**src/rtl/ic_wr_cmd_tracker.sv**
```systemverilog
// ic_wr_cmd_tracker
// Per-master write-command tracker. Every accepted AW command records its
// decoded slave in a per-ID FIFO slot; the head of the slot addressed by WID
// steers the W mux. An AW and a W of the same ID arriving together on an
// empty slot bypass the FIFO.
//
// Optional feature: define IC_WR_CMD_CHECK_EN to build the sticky protocol
// error flag ERR (push to a full slot, or a W beat with no backing command).
// Without the macro ERR is tied to 0.
module ic_wr_cmd_tracker #(
  parameter int                  ID_BITS    = 4,
  parameter int                  SLV_BITS   = 3,
  parameter int                  DEPTH_BITS = 2,
  parameter logic [SLV_BITS-1:0] SERR       = {SLV_BITS{1'b1}},
  parameter int                  OUT_BITS   = ID_BITS + DEPTH_BITS + 1
) (
  input  logic                clk,
  input  logic                reset,
  input  logic [ID_BITS-1:0]  AWID,
  input  logic [SLV_BITS-1:0] AWSLV,
  input  logic                AWVALID,
  input  logic                AWREADY,
  output logic                AWSTALL,
  input  logic [ID_BITS-1:0]  WID,
  input  logic                WVALID,
  input  logic                WREADY,
  input  logic                WLAST,
  output logic [SLV_BITS-1:0] WSLV,
  output logic                WOK,
  output logic [OUT_BITS-1:0] OUTSTANDING,
  output logic                ERR
);

  localparam int NUM_IDS   = 1 << ID_BITS;
  localparam int CMD_DEPTH = 1 << DEPTH_BITS;
  localparam int CNT_W     = DEPTH_BITS + 1;
  // A zero-bit pointer is not expressible; a depth-1 slot keeps a 1-bit
  // pointer that never leaves 0.
  localparam int PTR_W     = (DEPTH_BITS > 0) ? DEPTH_BITS : 1;
  localparam int ADDR_W    = ID_BITS + PTR_W;
  localparam int MEM_DEPTH = 1 << ADDR_W;

  // Per-slot state, gathered from the generate blocks for indexed reads.
  logic [CNT_W-1:0]    count_vec  [NUM_IDS];
  logic [PTR_W-1:0]    wr_ptr_vec [NUM_IDS];
  logic [PTR_W-1:0]    rd_ptr_vec [NUM_IDS];

  // Slave storage; slot s occupies addresses {s, ptr}. Not reset: only
  // entries below the slot count are ever presented.
  logic [SLV_BITS-1:0] mem [MEM_DEPTH];

  logic                push;
  logic                pop_req;
  logic                aw_full;
  logic                w_empty;
  logic                bypass;
  logic                pop_eff;
  logic                push_store;
  logic [SLV_BITS-1:0] head_slv;
  logic [OUT_BITS-1:0] out_reg;

  // Advance a FIFO pointer modulo the slot depth.
  function automatic logic [PTR_W-1:0] next_ptr(input logic [PTR_W-1:0] p);
    if (p == PTR_W'(CMD_DEPTH - 1)) begin
      return '0;
    end
    return p + PTR_W'(1);
  endfunction

  // Handshake decode. AW is masked while reset is held so that a bypass
  // cannot report a valid slave during reset.
  assign push     = AWVALID & AWREADY & reset;
  assign pop_req  = WVALID & WREADY & WLAST;
  assign aw_full  = (count_vec[AWID] == CNT_W'(CMD_DEPTH));
  assign w_empty  = (count_vec[WID] == '0);
  assign bypass   = w_empty & push & (AWID == WID);
  assign pop_eff  = pop_req & ~w_empty;
  // A bypassed command consumed by a same-cycle LAST is never stored.
  assign push_store = push & ~aw_full & ~(bypass & pop_req);

  assign AWSTALL     = aw_full;
  assign OUTSTANDING = out_reg;
  assign head_slv    = mem[{WID, rd_ptr_vec[WID]}];

  // Slave selection for the current W burst: recorded head, then bypass,
  // then the decode-error slave.
  always_comb begin
    WSLV = SERR;
    WOK  = 1'b0;
    if (!w_empty) begin
      WSLV = head_slv;
      WOK  = 1'b1;
    end else if (bypass) begin
      WSLV = AWSLV;
      WOK  = 1'b1;
    end
  end

  genvar gi;
  generate
    for (gi = 0; gi < NUM_IDS; gi++) begin : g_slot
      logic [CNT_W-1:0] count_reg;
      logic [PTR_W-1:0] wr_ptr_reg;
      logic [PTR_W-1:0] rd_ptr_reg;
      logic             slot_push;
      logic             slot_pop;

      assign slot_push = push_store & (AWID == ID_BITS'(gi));
      assign slot_pop  = pop_eff & (WID == ID_BITS'(gi));

      // Slot bookkeeping: pointers advance independently, count tracks
      // the net of push and pop.
      always_ff @(posedge clk or negedge reset) begin
        if (!reset) begin
          count_reg  <= '0;
          wr_ptr_reg <= '0;
          rd_ptr_reg <= '0;
        end else begin
          if (slot_push) begin
            wr_ptr_reg <= next_ptr(wr_ptr_reg);
          end
          if (slot_pop) begin
            rd_ptr_reg <= next_ptr(rd_ptr_reg);
          end
          if (slot_push && !slot_pop) begin
            count_reg <= count_reg + CNT_W'(1);
          end else if (!slot_push && slot_pop) begin
            count_reg <= count_reg - CNT_W'(1);
          end
        end
      end

      assign count_vec[gi]  = count_reg;
      assign wr_ptr_vec[gi] = wr_ptr_reg;
      assign rd_ptr_vec[gi] = rd_ptr_reg;
    end
  endgenerate

  // Record the decoded slave at the tail of the addressed slot.
  always_ff @(posedge clk) begin
    if (push_store) begin
      mem[{AWID, wr_ptr_vec[AWID]}] <= AWSLV;
    end
  end

  // Total recorded commands across all slots.
  always_ff @(posedge clk or negedge reset) begin
    if (!reset) begin
      out_reg <= '0;
    end else begin
      out_reg <= out_reg + OUT_BITS'(push_store) - OUT_BITS'(pop_eff);
    end
  end

`ifdef IC_WR_CMD_CHECK_EN
  logic err_reg;

  // Sticky protocol error: push into a full slot or an unbacked W beat.
  always_ff @(posedge clk or negedge reset) begin
    if (!reset) begin
      err_reg <= 1'b0;
    end else if ((push & aw_full) | (WVALID & WREADY & ~WOK)) begin
      err_reg <= 1'b1;
    end
  end

  assign ERR = err_reg;
`else
  assign ERR = 1'b0;
`endif

endmodule

```
**config.mk**
```make
export PLATFORM = sky130hd
export DESIGN_NAME = ic_wr_cmd_tracker
export DESIGN_NICKNAME = d
export VERILOG_FILES = /design/src/rtl/ic_wr_cmd_tracker.sv
export SDC_FILE = /design/constraint.sdc
export NUM_CORES = 1
export LEC_CHECK = 0
export ABC_CLOCK_PERIOD_IN_PS = 3700
export CAP_MARGIN = 5
export CORE_MARGIN = 10
export CORE_UTILIZATION = 56
export DETAILED_ROUTE_END_ITERATION = 16
export PLACE_DENSITY = 0.76
export SLEW_MARGIN = 20
export SYNTH_ARGS = -nofsm -noshare
export SYNTH_HDL_FRONTEND = slang
export SYNTH_SLANG_ARGS = --single-unit
```
**constraint.sdc**
```tcl
create_clock -name clk -period 3.7 [get_ports clk]
set_input_delay 0.37 -clock clk [delete_from_list [all_inputs] [get_ports clk]]
set_output_delay 0.37 -clock clk [all_outputs]
set_load 0.02 [all_outputs]
```
Yosys cells after proc, flatten, opt, wreduce, memory -nomap -nowiden
Memory sizes are Yosys's and may differ from the RTL's.
Cells that the tools add are included.
- add/sub/neg operators: 66
- $lt $le $gt $ge: 2
- eq/ne operators: 64
- mux-type cells: 178
- bitwise operators: 47
- reduce and logical (&&, ||, !) cells: 83
- operator list (operator ; number):
    $mux 2 ; 68
    $mux 3 ; 38
    $mux 1 ; 68
    $add 2x1->2 const B ; 32
    $eq 2x2->1 const B ; 32
    $eq 4x4->1 const B ; 16
    $add 3x1->3 const B ; 16
    $sub 3x1->3 const B ; 16
    $and 1x1->1 ; 42
    $eq 4x3->1 const B ; 8
    $logic_and 1x1->1 ; 32
    $logic_not 1->1 ; 32
    $reduce_bool 2->1 ; 16
    $bmux 3 s4 ; 2
    $bmux 2 s4 ; 2
    $eq 4x2->1 const B ; 4
    $ge 5x5->1 const B ; 2
    $not 4->5 ; 2
    $eq 4x1->1 const B ; 2
    $logic_not 4->1 ; 2
    $add 7x1->7 ; 1
    $sub 7x1->7 ; 1
    $eq 4x4->1 ; 1
    $eq 3x3->1 const B ; 1
    2 further kinds ; 4
- register bits after elaboration: 119
- RAM bits: 192
- bits of input ports: 18
- output and inout bits: 13
- word-level logic and storage cells: 490
- memories: 1
- memories (name ; depth ; bits a word ; read ports ; clocked after memory_dff ; wr ports ; RTL line ; RTL):
    mem ; 64 ; 3 ; 1 ; 0 ; 1 ; 50 ; logic [SLV_BITS-1:0] mem [MEM_DEPTH];

Longest topological paths before layout
Gate-level depths: netlist of run 1.
- depth after elaboration: 15
- mapped depth: 18

Least setup slack after synthesis of run 1
Ideal clock, no wire load.
- kind: register to register
- start: register g_slot[5].count_reg[0]
- end: register out_reg[6], in the netlist OUTSTANDING[6]
- library setup time: 125 ps
- arrival: 3661 ps
- required time: 3575 ps
- path slack: -87 ps
- cell stages (with the launch flop): 18
- buffers on the path: 1
- period minus slack after synthesis: 3787 ps
- path through: dfrtp_1 -> or4b_2 -> o311ai_0 -> a21oi_1 -> a211oi_1 -> a311o_1 -> buf_4 -> ha_1 -> inv_1 -> ha_1 -> inv_1 -> fa_1 -> inv_1 -> a21o_1 -> a21oi_1 -> o21bai_1 -> a21oi_1 -> xnor2_1
- RTL lines (element ; RTL line ; RTL):
    start: declaration ; 102 ; logic [CNT_W-1:0] count_reg;
    start signal: assignment ; 126 ; count_reg <= count_reg + CNT_W'(1);
    start signal: assignment ; 128 ; count_reg <= count_reg - CNT_W'(1);
    $bmux 3 s4 ; 74 ; assign aw_full = (count_vec[AWID] == CNT_W'(CMD_DEPTH));
    $mux 3 (not written as such) (2 in series) ; 74 ;
    $eq 3x3->1 ; 74 ;
    via AWSTALL ; 23 ; output logic AWSTALL,
    $not 1->1 ; 79 ; assign push_store = push & ~aw_full & ~(bypass & pop_req);
    $and 1x1->1 (2 in series) ; 79 ;
    $add 7x1->7 ; 151 ; out_reg <= out_reg + OUT_BITS'(push_store) - OUT_BITS'(pop_eff);
    $sub 7x1->7 ; 151 ;
    end signal: assignment ; 151 ;
    end: declaration ; 60 ; logic [OUT_BITS-1:0] out_reg;
The timed path passes the listed nets, and every way through them passes these cells. The select of a mux whose other input is x is not followed.
A chain may end at the register's enable or synchronous reset.

Worst setup path after layout of run 1
- start: register g_slot[11].rd_ptr_reg[1]
- end: output WSLV[2]
- longest elaborated chain between the ends: 5
- ends and longest elaborated chain (element ; RTL line ; RTL):
    start: declaration ; 104 ; logic [PTR_W-1:0] rd_ptr_reg;
    start signal: assignment ; 123 ; rd_ptr_reg <= next_ptr(rd_ptr_reg);
    $bmux 2 s4 ; 83 ; assign head_slv = mem[{WID, rd_ptr_vec[WID]}];
    $mux 2 (not written as such) (2 in series) ; 83 ;
    $mem_v2 64x3 ; n/a ;
    $mux 3 ; 90 ; if (!w_empty) begin
    end: declaration ; 28 ; output logic [SLV_BITS-1:0] WSLV,
No other way between the ends. The select of a mux whose other input is x is not followed.

==> impl_results.md, run 1 <==
- Nets: 1443
- H-tree depth reported by CTS: 1
- Placed instance area: 16700 sq um
- Critical path startpoint category: flop
- WP buf/inv: 2
- Ports: 31
- Die Height: 183 um
- Sw Ratio: 0.288
- Synth async-reset ratio: 0.383
- Worst Skew: 0.0147 ns
- GRT Overall Usage: 0.206
- Ant diodes: 0
- Pwr Density: 544 nW/um^2
- Max reg flops: 192
- Slowest cell on crit path: mux4_2
- Post-synthesis adder-cell area fraction: 0.0688
- Share of layout cells above drive strength 1: 0.244
- Yosys reg bits: 311
- Post-synthesis sequential area ratio: 0.585
- Core region area: 26100 sq um
- GPL Wtd Cong: 0.871
- Synthesized cell area: 15000 sq um
- Post-Route WL: 34500 um
- Setup ws final: -0.0422 ns
- Final min period: 3.74 ns
- CTS root buf: clkbuf_16
- Final HPWL DP: 23800 um
- Residual DRC count: 0
- Status: finished, violations left
- XOR/XNOR Fraction of Synth Area: 0.0340
- Tcrit/Tclk final: 1.01
- Crit Path Max Fanout: 5
- TritonRoute pass-1 iters: 5
- P_leak: 7.40 nW
- Setup violators final: 2
- Reg-to-reg startpoint: g_slot[8].count_reg[0]$_DFFE_PN0P_
- Seq pwr share: 0.461
- Largest net degree at the start of global routing: 65
- Hold crit path type: in -> async
- Vias per inst: 5.85
- Clock power share: 0.306
- Slew @ Worst Pin: 0.816 ns
- Row cnt: 59
- Clk sinks: 311
- Rel. slew slack: 0.456
- Synth unique cells: 57
- Sw power: 2.80 mW
- Post-synthesis mux area share: 0.121
- Worst Setup End Kind: output pin
- Crit path DAT: 3.37 ns
- Vias in the first global route: 10400
- CTS tree: done
- Final-report hold violation count: 6
- DR iter-0 viols: 958
- Cells after Synth: 1177
- Vias post-DR: 10000
- Initial Utilization: 0.572
- IO buf count: 29
- Primary FF master, synth: edfxtp_1
- Worst-case clock buffer depth: 3
- Fillers: 1792
- Hold-fix buffers at CTS: 0
- Layout area overhead: 19.3%
- Routed WL per cell: 20.2 um
- Peak supply drop: 0.318 mV
- Pint: 6.92 mW
- Reg2reg path depth: 15
- Post-synthesis compound-gate area fraction: 0.0358
- FMAX: 267 MHz
- Die area: 33600 sq um
- Syn. warnings: 0
- Failing checks: negative hold slack, negative setup slack
- Critical path class: reg -> out
- Largest stage delay on the critical path: 0.47 ns
- EDFF count, synth: 192
- Final Max Tran Viols: 0
- WHS: -0.00314 ns
- Initial antenna violation count: 0
- CP cell instances: mux4_2 > nand2b_4 > a22o_4 > buf_12 > mux2i_2 > mux4_2 > o32a_1 > nand4_1 > o22a_1 > buf_6
- Final ANT Viol Nets: 0
- First-pass GRT wire length: 55100 um
- Synth Net Count: 1267
- Critical path's top delay family: multiplexers
- Cell mode on critical path: mux4_2
- Synth Area in Simple Gates: 0.128
- RSZ-0062 raised after global routing: yes
- Remaining Overflow, GRT: 0
- Largest family of logic cells by synthesized area: simple AND/OR/NAND/NOR gates
- Skew-Pair Late Insertion Delay: 0.57 ns
- Clock-pin slew on the worst setup and hold paths: 0.06 ns
- Design area: 17800 sq um
- Reg2Reg Capture Point: g_slot[0].count_reg[2]$_DFFE_PN0P_
- CTS Buf Count: 31
- WP data required: 3.33 ns
- Combinational power share: 0.232
- Flop2flop setup slack: 0.15 ns
- Die Wd: 183 um
- Max-Cap Viols: 0
- Mean Syn Cell Area: 12.7 sq um
## synthesized netlist by cell type (all sizes together), types with 2 or more instances
master,instances,area (sq um)
mux2i,40,400
nand2,159,597
nor4,5,46.3
mux4,26,586
a221oi,2,17.5
o21bai,2,15.0
a32oi,12,105
dfrtp,119,2980
nand4,16,100
mux2,73,822
nor3,29,160
and2,4,25.0
or3,2,12.5
a311o,2,20.0
fa,17,340
o22a,3,26.3
nor2b,9,58.8
o32a,3,30.0
edfxtp,192,5770
a21oi,5,25.0
nor2,132,500
buf,28,151
clkbuf,17,63.8
a31oi,20,125
and3,2,12.5
or2,2,12.5
nor4b,6,52.6
inv,52,195
nand2b,6,37.5
xor2,32,280
xnor2,26,228
ha,55,688
o21ai,2,10.0
nand3,51,255
a21o,12,90.1
## per-layer routing
| metal | track usage | share of wire | wire, um |
|---|---|---|---|
| met5 | 0 | 0 | 0 |
| met4 | 0.0584 | 0.023 | 811 |
| met3 | 0.0377 | 0.090 | 3120 |
| met2 | 0.337 | 0.48 | 16600 |
| met1 | 0.278 | 0.41 | 14100 |
## through the flow
stage	utilization	TNS [ns]	setup slack [ns]	power (mW)	instances
6_report	0.683	-0.0773	-0.0422	9.71	1713
5_1_grt	0.683	-0.363	-0.120	10.2	1713
4_1_cts	0.678	-0.136	-0.0521	9.70	1707
3_5_place_dp	0.639	-45.29	-0.609	6.74	1648
3_3_place_gp	0.639	-23.58	-0.546	6.63	1648
2_1_floorplan	-	0	0.0344	5.86	1177
## logic make-up after synthesis
logic type	after synthesis
AND/OR/NAND/NOR	428
XOR/XNOR	58
AO/OA/AOI/OAI	71
adder cells (fa/ha/maj)	72
multiplexers	139
flip-flops	311
buffers and inverters	97
other	1
## layout make-up
cell class	count	area [sq um]	share of cell area
inverter	52	195	0.0109
clock inverter	14	96.3	0.00540
clock buffer	44	865	0.0485
sequential	311	8760	0.491
tap	335	419	0.0235
multi-input combinational	769	5900	0.331
timing repair buffer	188	1610	0.0903
## worst max path at each step
stage | slack [ns] | from | cells after the start | to
floorplan | 0.03 | WID[1] | 16 | OUTSTANDING[6]$_DFF_PN0_
global placement | -0.55 | WID[1] | 12 | WSLV[1]
detailed placement | -0.61 | WID[1] | 13 | WSLV[2]
CTS | -0.05 | g_slot[3].rd_ptr_reg[1]$_DFFE_PN0P_ | 10 | WSLV[1]
global route | -0.12 | g_slot[11].rd_ptr_reg[1]$_DFFE_PN0P_ | 10 | WSLV[2]
finish | -0.04 | g_slot[11].rd_ptr_reg[1]$_DFFE_PN0P_ | 10 | WSLV[2]
## power groups by stage
stage	sequential (mW)	clock [mW]	combinational (mW)
after floorplan	4.49	0	1.37
after global placement	4.50	0	2.12
after detailed placement	4.53	0	2.21
after CTS	4.47	3.00	2.24
after global routing	4.55	3.14	2.49
final	4.48	2.98	2.26
## timing repair
| item | in CTS | in global routing |
|---|---|---|
| pin swaps | 1 | 6 |
| endpoints found under the hold margin | 0 | 0 |
| cloned | 0 | 1 |
| resized for setup | 26 | 23 |
| endpoints found under the setup margin | 4 | 26 |
| buffers inserted | 1 | 5 |
## placed cells by master (no fill, tap or decap), drive strengths merged, types with 3 or more instances in the layout
master	count
a32oi	12
nor4b	6
nand2	159
a21o	12
nor2	132
inv	54
nor4	5
nand2b	6
nand4	16
mux2i	40
buf	165
nand3	51
clkdlybuf4s50	21
xnor2	26
a31oi	20
edfxtp	192
dfrtp	119
nor3	29
o32a	3
xor2	32
clkinv	11
clkbuf	45
a21oi	5
ha	55
mux2	73
nor2b	9
mux4	26
fa	17
o22a	3
and2	4
(Power assumes the default switching activity.)
==> run 2, diff against run 1 <==
--- a/config.mk
+++ b/config.mk
@@ -7,6 +7,7 @@
 export LEC_CHECK = 0
 export ABC_CLOCK_PERIOD_IN_PS = 3700
 export CAP_MARGIN = 5
+export CORE_ASPECT_RATIO = 1.1
 export CORE_MARGIN = 10
 export CORE_UTILIZATION = 56
 export DETAILED_ROUTE_END_ITERATION = 16
==> run 2 against run 1 <==
The flow finishes with violations (negative setup slack). Hold slack improved by 0.49 ns. Power up 4.4%. Sequential share of layout area down 1.5 points. Flip-flop and latch count stayed put. Count of clock-buffer cells in the layout decreased by 9. Clock skew down 0.0044 ns. Final cell count up 3.2%. Final area is 3.0% higher. Wire length rose by 1.1%. Global-route usage barely moved. Largest power group unchanged.
==> impl_results.md, run 2 (synthesis gave the netlist of run 1 again) <==
- Post-Route WL: 34900 um (was 34500 um)
- Status: finished, violations left (unchanged)
- Largest net degree at the start of global routing: 74 (was 65)
- Skew-Pair Late Insertion Delay: 0.55 ns (was 0.57 ns)
- Vias post-DR: 10200 (was 10000)
- Ports: 31 (unchanged)
- WP data required: 3.33 ns (about the same)
- RSZ-0062 raised after global routing: yes (unchanged)
- Failing checks: negative setup slack (was negative hold slack, negative setup slack)
- Core region area: 26200 sq um (was 26100 sq um)
- CTS root buf: clkbuf_16 (unchanged)
- Flop2flop setup slack: 0.08 ns (was 0.15 ns)
- Non-Filler Instances: 1767 (was 1713)
- Remaining Overflow, GRT: 0 (unchanged)
- Initial Utilization: 0.570 (was 0.572)
- Layout area overhead: 22.9% (was 19.3%)
- Crit Path Max Fanout: 18 (was 5)
- Vias per inst: 5.75 (was 5.85)
- Pint: 7.27 mW (was 6.92 mW)
- Seq pwr share: 0.435 (was 0.461)
- Final min period: 3.76 ns (was 3.74 ns)
- Die Wd: 176 um (was 183 um)
- Clk sinks: 311 (unchanged)
- Die area: 33600 sq um (about the same)
- Ant diodes: 0 (unchanged)
- Hold path endpoint: g_slot[1].count_reg[2]$_DFFE_PN0P_
- Hold crit path type: reg -> reg (was in -> async)
- Hold path depth: 1
- Final ANT Viol Nets: 0 (unchanged)
- Most frequent cells in the layout: 192 x edfxtp_1, 173 x buf_4, 153 x nand2_1 (was 192 x edfxtp_1, 158 x nand2_1, 147 x buf_4)
- Reg-to-reg startpoint: g_slot[15].count_reg[2]$_DFFE_PN0P_ (was g_slot[8].count_reg[0]$_DFFE_PN0P_)
- Power Total: 10.1 mW (was 9.71 mW)
- Peak supply drop: 0.459 mV (was 0.318 mV)
- Sw Ratio: 0.283 (was 0.288)
- Max-Cap Viols: 0 (unchanged)
- Die Height: 191 um (was 183 um)
- Cell count after placement: 1685 (was 1648)
- Routed WL per cell: 19.8 um (was 20.2 um)
- Worst Skew: 0.0103 ns (was 0.0147 ns)
- Design area: 18400 sq um (was 17800 sq um)
- Worst Setup End Kind: output pin (unchanged)
- Critical path startpoint category: flop (unchanged)
- Worst-case clock buffer depth: 3 (unchanged)
- Sw power: 2.87 mW (was 2.80 mW)
- Slew @ Worst Pin: 0.970 ns (was 0.816 ns)
- Share of layout cells above drive strength 1: 0.273 (was 0.244)
- Setup ws final: -0.0587 ns (was -0.0422 ns)
- Row cnt: 62 (was 59)
- Initial antenna violation count: 0 (unchanged)
- Clock power share: 0.314 (was 0.306)
- P_leak: 7.69 nW (was 7.40 nW)
- CTS tree: done (unchanged)
- Pwr Density: 552 nW/um^2 (was 544 nW/um^2)
- Hold path start: g_slot[1].count_reg[2]$_DFFE_PN0P_
- Final Max Tran Viols: 0 (unchanged)
- Final-report hold violation count: 0 (was 6)
- IO buf count: 29 (unchanged)
- Critical path class: reg -> out (unchanged)
- Reg2reg path depth: 15 (unchanged)
- TritonRoute pass-1 iters: 5 (unchanged)
- Max reg flops: 192 (unchanged)
- GRT Overall Usage: 0.206 (about the same)
- H-tree depth reported by CTS: 1 (unchanged)
- Setup violators final: 3 (was 2)
- Vias in the first global route: 10400 (about the same)
- Nets: 1481 (was 1443)
- Tcrit/Tclk final: 1.02 (was 1.01)
- Rel. slew slack: 0.354 (was 0.456)
- Crit path DAT: 3.39 ns (was 3.37 ns)
- First-pass GRT wire length: 55200 um (was 55100 um)
- Residual DRC count: 0 (unchanged)
- CTS Buf Count: 31 (unchanged)
- GPL Wtd Cong: 0.882 (was 0.871)
- Clock-pin slew on the worst setup and hold paths: 0.06 ns (about the same)
- Commonest non-fill, non-tap cell in the layout: edfxtp_1 (unchanged)
- Final HPWL DP: 24200 um (was 23800 um)
- DR iter-0 viols: 986 (was 958)
- Combinational power share: 0.251 (was 0.232)
- FMAX: 266 MHz (was 267 MHz)
- Reg2Reg Capture Point: g_slot[4].count_reg[2]$_DFFE_PN0P_ (was g_slot[0].count_reg[2]$_DFFE_PN0P_)
- Placed instance area: 17000 sq um (was 16700 sq um)
run 2: timing repair:
item	CTS	global route
hold endpoints to repair	46	0
endpoints found under the setup margin	20	22
gates resized for setup	32	25
pin swaps	7	18
setup buffers	5	19
hold buffers	1	0
run 2: power groups by stage:
stage	Combinational (mW)	Clock, mW	Sequential, mW
final	2.55	3.19	4.41
after global routing	2.80	3.36	4.46
after CTS	2.43	3.22	4.42
after detailed placement	2.37	0	4.47
after global placement	2.27	0	4.46
after floorplan	1.37	0	4.49
run 2: layout make-up:
| class | instances | area (sq um) |
|---|---|---|
| clock buffers | 35 | 791 |
| clock inverters | 22 | 243 |
| fillers | 1813 | 7840 |
| inverters | 52 | 195 |
| multi-input cells | 769 | 5920 |
| flip-flops and latches | 311 | 8750 |
| well taps | 352 | 440 |
| repair buffers | 226 | 2030 |
run 2: worst max-delay path by stage:
stage	start	to	slack, ns	depth (start not counted)
2_1_floorplan	WID[1]	OUTSTANDING[6]$_DFF_PN0_	0.03	16
3_3_place_gp	WID[1]	WSLV[0]	-0.58	12
3_5_place_dp	WID[1]	g_slot[9].count_reg[2]$_DFFE_PN0P_	-0.66	16
4_1_cts	g_slot[11].rd_ptr_reg[1]$_DFFE_PN0P_	WSLV[2]	-0.06	10
5_1_grt	g_slot[9].rd_ptr_reg[1]$_DFFE_PN0P_	WSLV[2]	-0.15	10
6_report	g_slot[11].rd_ptr_reg[1]$_DFFE_PN0P_	WSLV[1]	-0.06	10
run 2: critical path, cell delays in order (launching register included):
cell and delay [ns]:
dfrtp_1 0.41, mux4_2 0.48, nand2b_4 0.16, a22o_4 0.29
buf_12 0.17, mux2i_1 0.13, mux4_2 0.46, o32a_1 0.34
nand4_1 0.10, o22a_1 0.16, buf_6 0.12
run 2: through the flow:
step                      setup slack, ns   util  TNS (ns)  hold slack [ns]
final                             -0.0587  0.701    -0.153            0.487
after CTS                         -0.0569  0.693    -0.145            0.486
after global placement             -0.579  0.649    -49.16            0.472
after detailed placement           -0.662  0.649    -55.93            0.476
after global routing               -0.149  0.701    -0.624            0.507
after floorplan                    0.0344      -         0           0.0744
run 2: metal layers:
layer | track usage | routed length, um | share of wire | vias to the layer above
li1 | - | - | - | 4660
met1 | 0.255 | 13600 | 0.39 | 5109
met2 | 0.371 | 18300 | 0.52 | 322
met3 | 0.0257 | 2100 | 0.060 | 76
met4 | 0.0591 | 897 | 0.026 | 0
met5 | 0 | 0 | 0 | -
==> run 3, diff against run 2 <==
--- a/config.mk
+++ b/config.mk
@@ -7,11 +7,13 @@
 export LEC_CHECK = 0
 export ABC_CLOCK_PERIOD_IN_PS = 3700
 export CAP_MARGIN = 5
+export CELL_PAD_IN_SITES_DETAIL_PLACEMENT = 0
+export CELL_PAD_IN_SITES_GLOBAL_PLACEMENT = 1
 export CORE_ASPECT_RATIO = 1.1
 export CORE_MARGIN = 10
-export CORE_UTILIZATION = 56
+export CORE_UTILIZATION = 47
 export DETAILED_ROUTE_END_ITERATION = 16
-export PLACE_DENSITY = 0.76
+export PLACE_DENSITY = 0.87
 export SLEW_MARGIN = 20
 export SYNTH_ARGS = -nofsm -noshare
 export SYNTH_HDL_FRONTEND = slang
==> run 3 against run 2 <==
The run still ends with negative setup slack left. Flip-flop and latch count stayed put. Via count is 1.9% lower. Core utilization is 12 points lower. Critical endpoint is now WSLV[2]. Clock power is 8.5% higher. Final cell count is 3.1% higher.
==> impl_results.md, run 3 (synthesis gave the netlist of run 1 again) <==
- Status: finished, violations left (unchanged)
- Failing checks: negative setup slack (unchanged)
- Commonest non-fill, non-tap cell in the layout: edfxtp_1 (unchanged)
- Vias per inst: 5.48 (was 5.75)
- Reg2reg path depth: 12 (was 15)
- Fin Setup TNS: -0.207 ns (was -0.153 ns)
- Core region area: 31400 sq um (was 26200 sq um)
- Ant diodes: 0 (unchanged)
- Tcrit/Tclk final: 1.02 (about the same)
- Worst Skew: 0.0267 ns (was 0.0103 ns)
- CTS root buf: clkbuf_16 (unchanged)
- Critical path's top delay family: multiplexers (unchanged)
- Final ANT Viol Nets: 0 (unchanged)
- Final-report hold violation count: 0 (unchanged)
- Vias in the first global route: 10400 (about the same)
- DR iter-0 viols: 634 (was 986)
- Slowest cell on crit path: mux4_2 (unchanged)
- IO buf count: 29 (unchanged)
- Power Total: 10.3 mW (was 10.1 mW)
- Largest stage delay on the critical path: 0.48 ns (about the same)
- TritonRoute pass-1 iters: 5 (unchanged)
- Design area: 18400 sq um (about the same)
- Worst Setup End Kind: output pin (unchanged)
- Critical path class: reg -> out (unchanged)
- Skew-Pair Late Insertion Delay: 0.53 ns (was 0.55 ns)
- First-pass GRT wire length: 55300 um (was 55200 um)
- Reg2Reg Capture Point: g_slot[5].count_reg[1]$_DFFE_PN0P_ (was g_slot[4].count_reg[2]$_DFFE_PN0P_)
- Gr busiest metal: met2 (unchanged)
- Remaining Overflow, GRT: 0 (unchanged)
- Routed WL per cell: 19.0 um (was 19.8 um)
- Hold crit path type: reg -> reg (unchanged)
- Final min period: 3.77 ns (was 3.76 ns)
- RSZ-0062 raised after global routing: yes (unchanged)
- Met3 Resource Use GR: 0.0289 (was 0.0257)
- Placed instance area: 17000 sq um (about the same)
- Clock-pin slew on the worst setup and hold paths: 0.06 ns (about the same)
- Nets: 1466 (was 1481)
- Setup ws final: -0.0740 ns (was -0.0587 ns)
- Final Max Tran Viols: 0 (unchanged)
- FMAX: 265 MHz (was 266 MHz)
- Flop2flop setup slack: 0.14 ns (was 0.08 ns)
- Most frequent cells in the layout: 192 x edfxtp_1, 160 x buf_4, 159 x nand2_1 (was 192 x edfxtp_1, 173 x buf_4, 153 x nand2_1)
- Initial antenna violation count: 0 (unchanged)
- Setup violators final: 3 (unchanged)
- WP data required: 3.33 ns (about the same)
- GPL Wtd Cong: 0.868 (was 0.882)
- Worst-case clock buffer depth: 3 (unchanged)
- Max reg flops: 192 (unchanged)
- GR Util met1: 0.218 (was 0.255)
- CTS tree: done (unchanged)
- Ports: 31 (unchanged)
- Die Height: 207 um (was 191 um)
- DP Worst Slack: -0.639 ns (was -0.662 ns)
- Largest net degree at the start of global routing: 80 (was 74)
- Die Wd: 190 um (was 176 um)
- H-tree depth reported by CTS: 2 (was 1)
- Final HPWL DP: 24400 um (was 24200 um)
- Die area: 39400 sq um (was 33600 sq um)
- Pwr Density: 558 nW/um^2 (was 552 nW/um^2)
- Rel. slew slack: 0.483 (was 0.354)
- Residual DRC count: 0 (unchanged)
- Row cnt: 68 (was 62)
- Hold path depth: 1 (unchanged)
- Global routing usage on met2: 0.299 (was 0.371)
- WP buf/inv: 2 (unchanged)
- GRT Overall Usage: 0.175 (was 0.206)
- Layout area overhead: 22.9% (about the same)
- Post-Route WL: 34600 um (was 34900 um)
- P_leak: 7.64 nW (was 7.69 nW)
- Hold path start: g_slot[14].count_reg[2]$_DFFE_PN0P_ (was g_slot[1].count_reg[2]$_DFFE_PN0P_)
- CTS Buf Count: 34 (was 31)
- Critical path startpoint category: flop (unchanged)
- Hold path endpoint: g_slot[14].count_reg[2]$_DFFE_PN0P_ (was g_slot[1].count_reg[2]$_DFFE_PN0P_)
- Slew @ Worst Pin: 0.775 ns (was 0.970 ns)
- Vias post-DR: 9976 (was 10200)
- Clk sinks: 311 (unchanged)
- Max-Cap Viols: 0 (unchanged)
- Crit path DAT: 3.40 ns (was 3.39 ns)
- Cell mode on critical path: mux4_2 (unchanged)
- Share of layout cells above drive strength 1: 0.260 (was 0.273)
- CP cell instances: mux4_2 > nand2b_4 > a22o_4 > buf_16 > mux2i_1 > mux4_2 > o32a_1 > nand4_1 > o22a_1 > buf_6 (was mux4_2 > nand2b_4 > a22o_4 > buf_12 > mux2i_1 > mux4_2 > o32a_1 > nand4_1 > o22a_1 > buf_6)
- Initial Utilization: 0.476 (was 0.570)
- Crit Path Max Fanout: 5 (was 18)
- Reg-to-reg startpoint: g_slot[1].count_reg[0]$_DFFE_PN0P_ (was g_slot[15].count_reg[2]$_DFFE_PN0P_)
- Peak supply drop: 0.406 mV (was 0.459 mV)
run 3: cell count changes in the layout (fill, tap and decap cells not counted), moves of 6 or more:
cell | before | now
nand2_1 | 153 | 159
nand2_2 | 6 | 0
buf_12 | 21 | 13
dfrtp_2 | 5 | 12
dfrtp_1 | 114 | 107
buf_4 | 173 | 160
run 3: layout make-up:
type,count,area [sq um]
Fill cell,2462,13000
Sequential cell,311,8760
Multi-Input combinational cell,769,5900
Timing Repair Buffer,208,1840
Clock buffer,47,982
Tap cell,420,526
Inverter,52,195
Clock inverter,15,175
run 3: worst max-delay path by stage:
stage / startpoint / endpoint / slack (ns) / depth (start not counted)
after global placement: WID[1] / WSLV[1] / -0.60 / 12
after detailed placement: WID[1] / g_slot[6].count_reg[1]$_DFFE_PN0P_ / -0.64 / 14
after CTS: g_slot[11].rd_ptr_reg[1]$_DFFE_PN0P_ / WSLV[1] / -0.10 / 10
final: g_slot[9].rd_ptr_reg[1]$_DFFE_PN0P_ / WSLV[2] / -0.07 / 10
after floorplan: WID[1] / OUTSTANDING[6]$_DFF_PN0_ / 0.03 / 16
after global routing: g_slot[9].rd_ptr_reg[1]$_DFFE_PN0P_ / WSLV[2] / -0.18 / 10
run 3: routing by layer:
| metal | up-vias | routed length (um) |
|---|---|---|
| met2 | 287 | 17600 |
| met1 | 5002 | 14000 |
| met3 | 63 | 1910 |
| met4 | 0 | 1030 |
| li1 | 4624 | - |
| met5 | - | 0 |
run 3: power by group:
part	internal, mW	total [mW]	switching [mW]
registers	4.07	4.46	0.399
clock network	2.08	3.46	1.38
logic	1.23	2.34	1.11
run 3: timing repair:
action | 4_1_cts | 5_1_grt
pin swaps | 8 | 7
endpoints found under the hold margin | 40 | 0
hold buffers | 1 | 0
buffers inserted | 2 | 9
setup endpoints to repair | 25 | 28
cloned | 2 | 0
gates resized for setup | 27 | 25
run 3: metrics by stage:
step                instances  utilization  hold slack [ns]
finish                   1822        0.585            0.490
floorplan                1177            -           0.0744
detailed placement       1746        0.540            0.478
global route             1822        0.585            0.503
CTS                      1813        0.581            0.490
global placement         1746        0.540            0.469
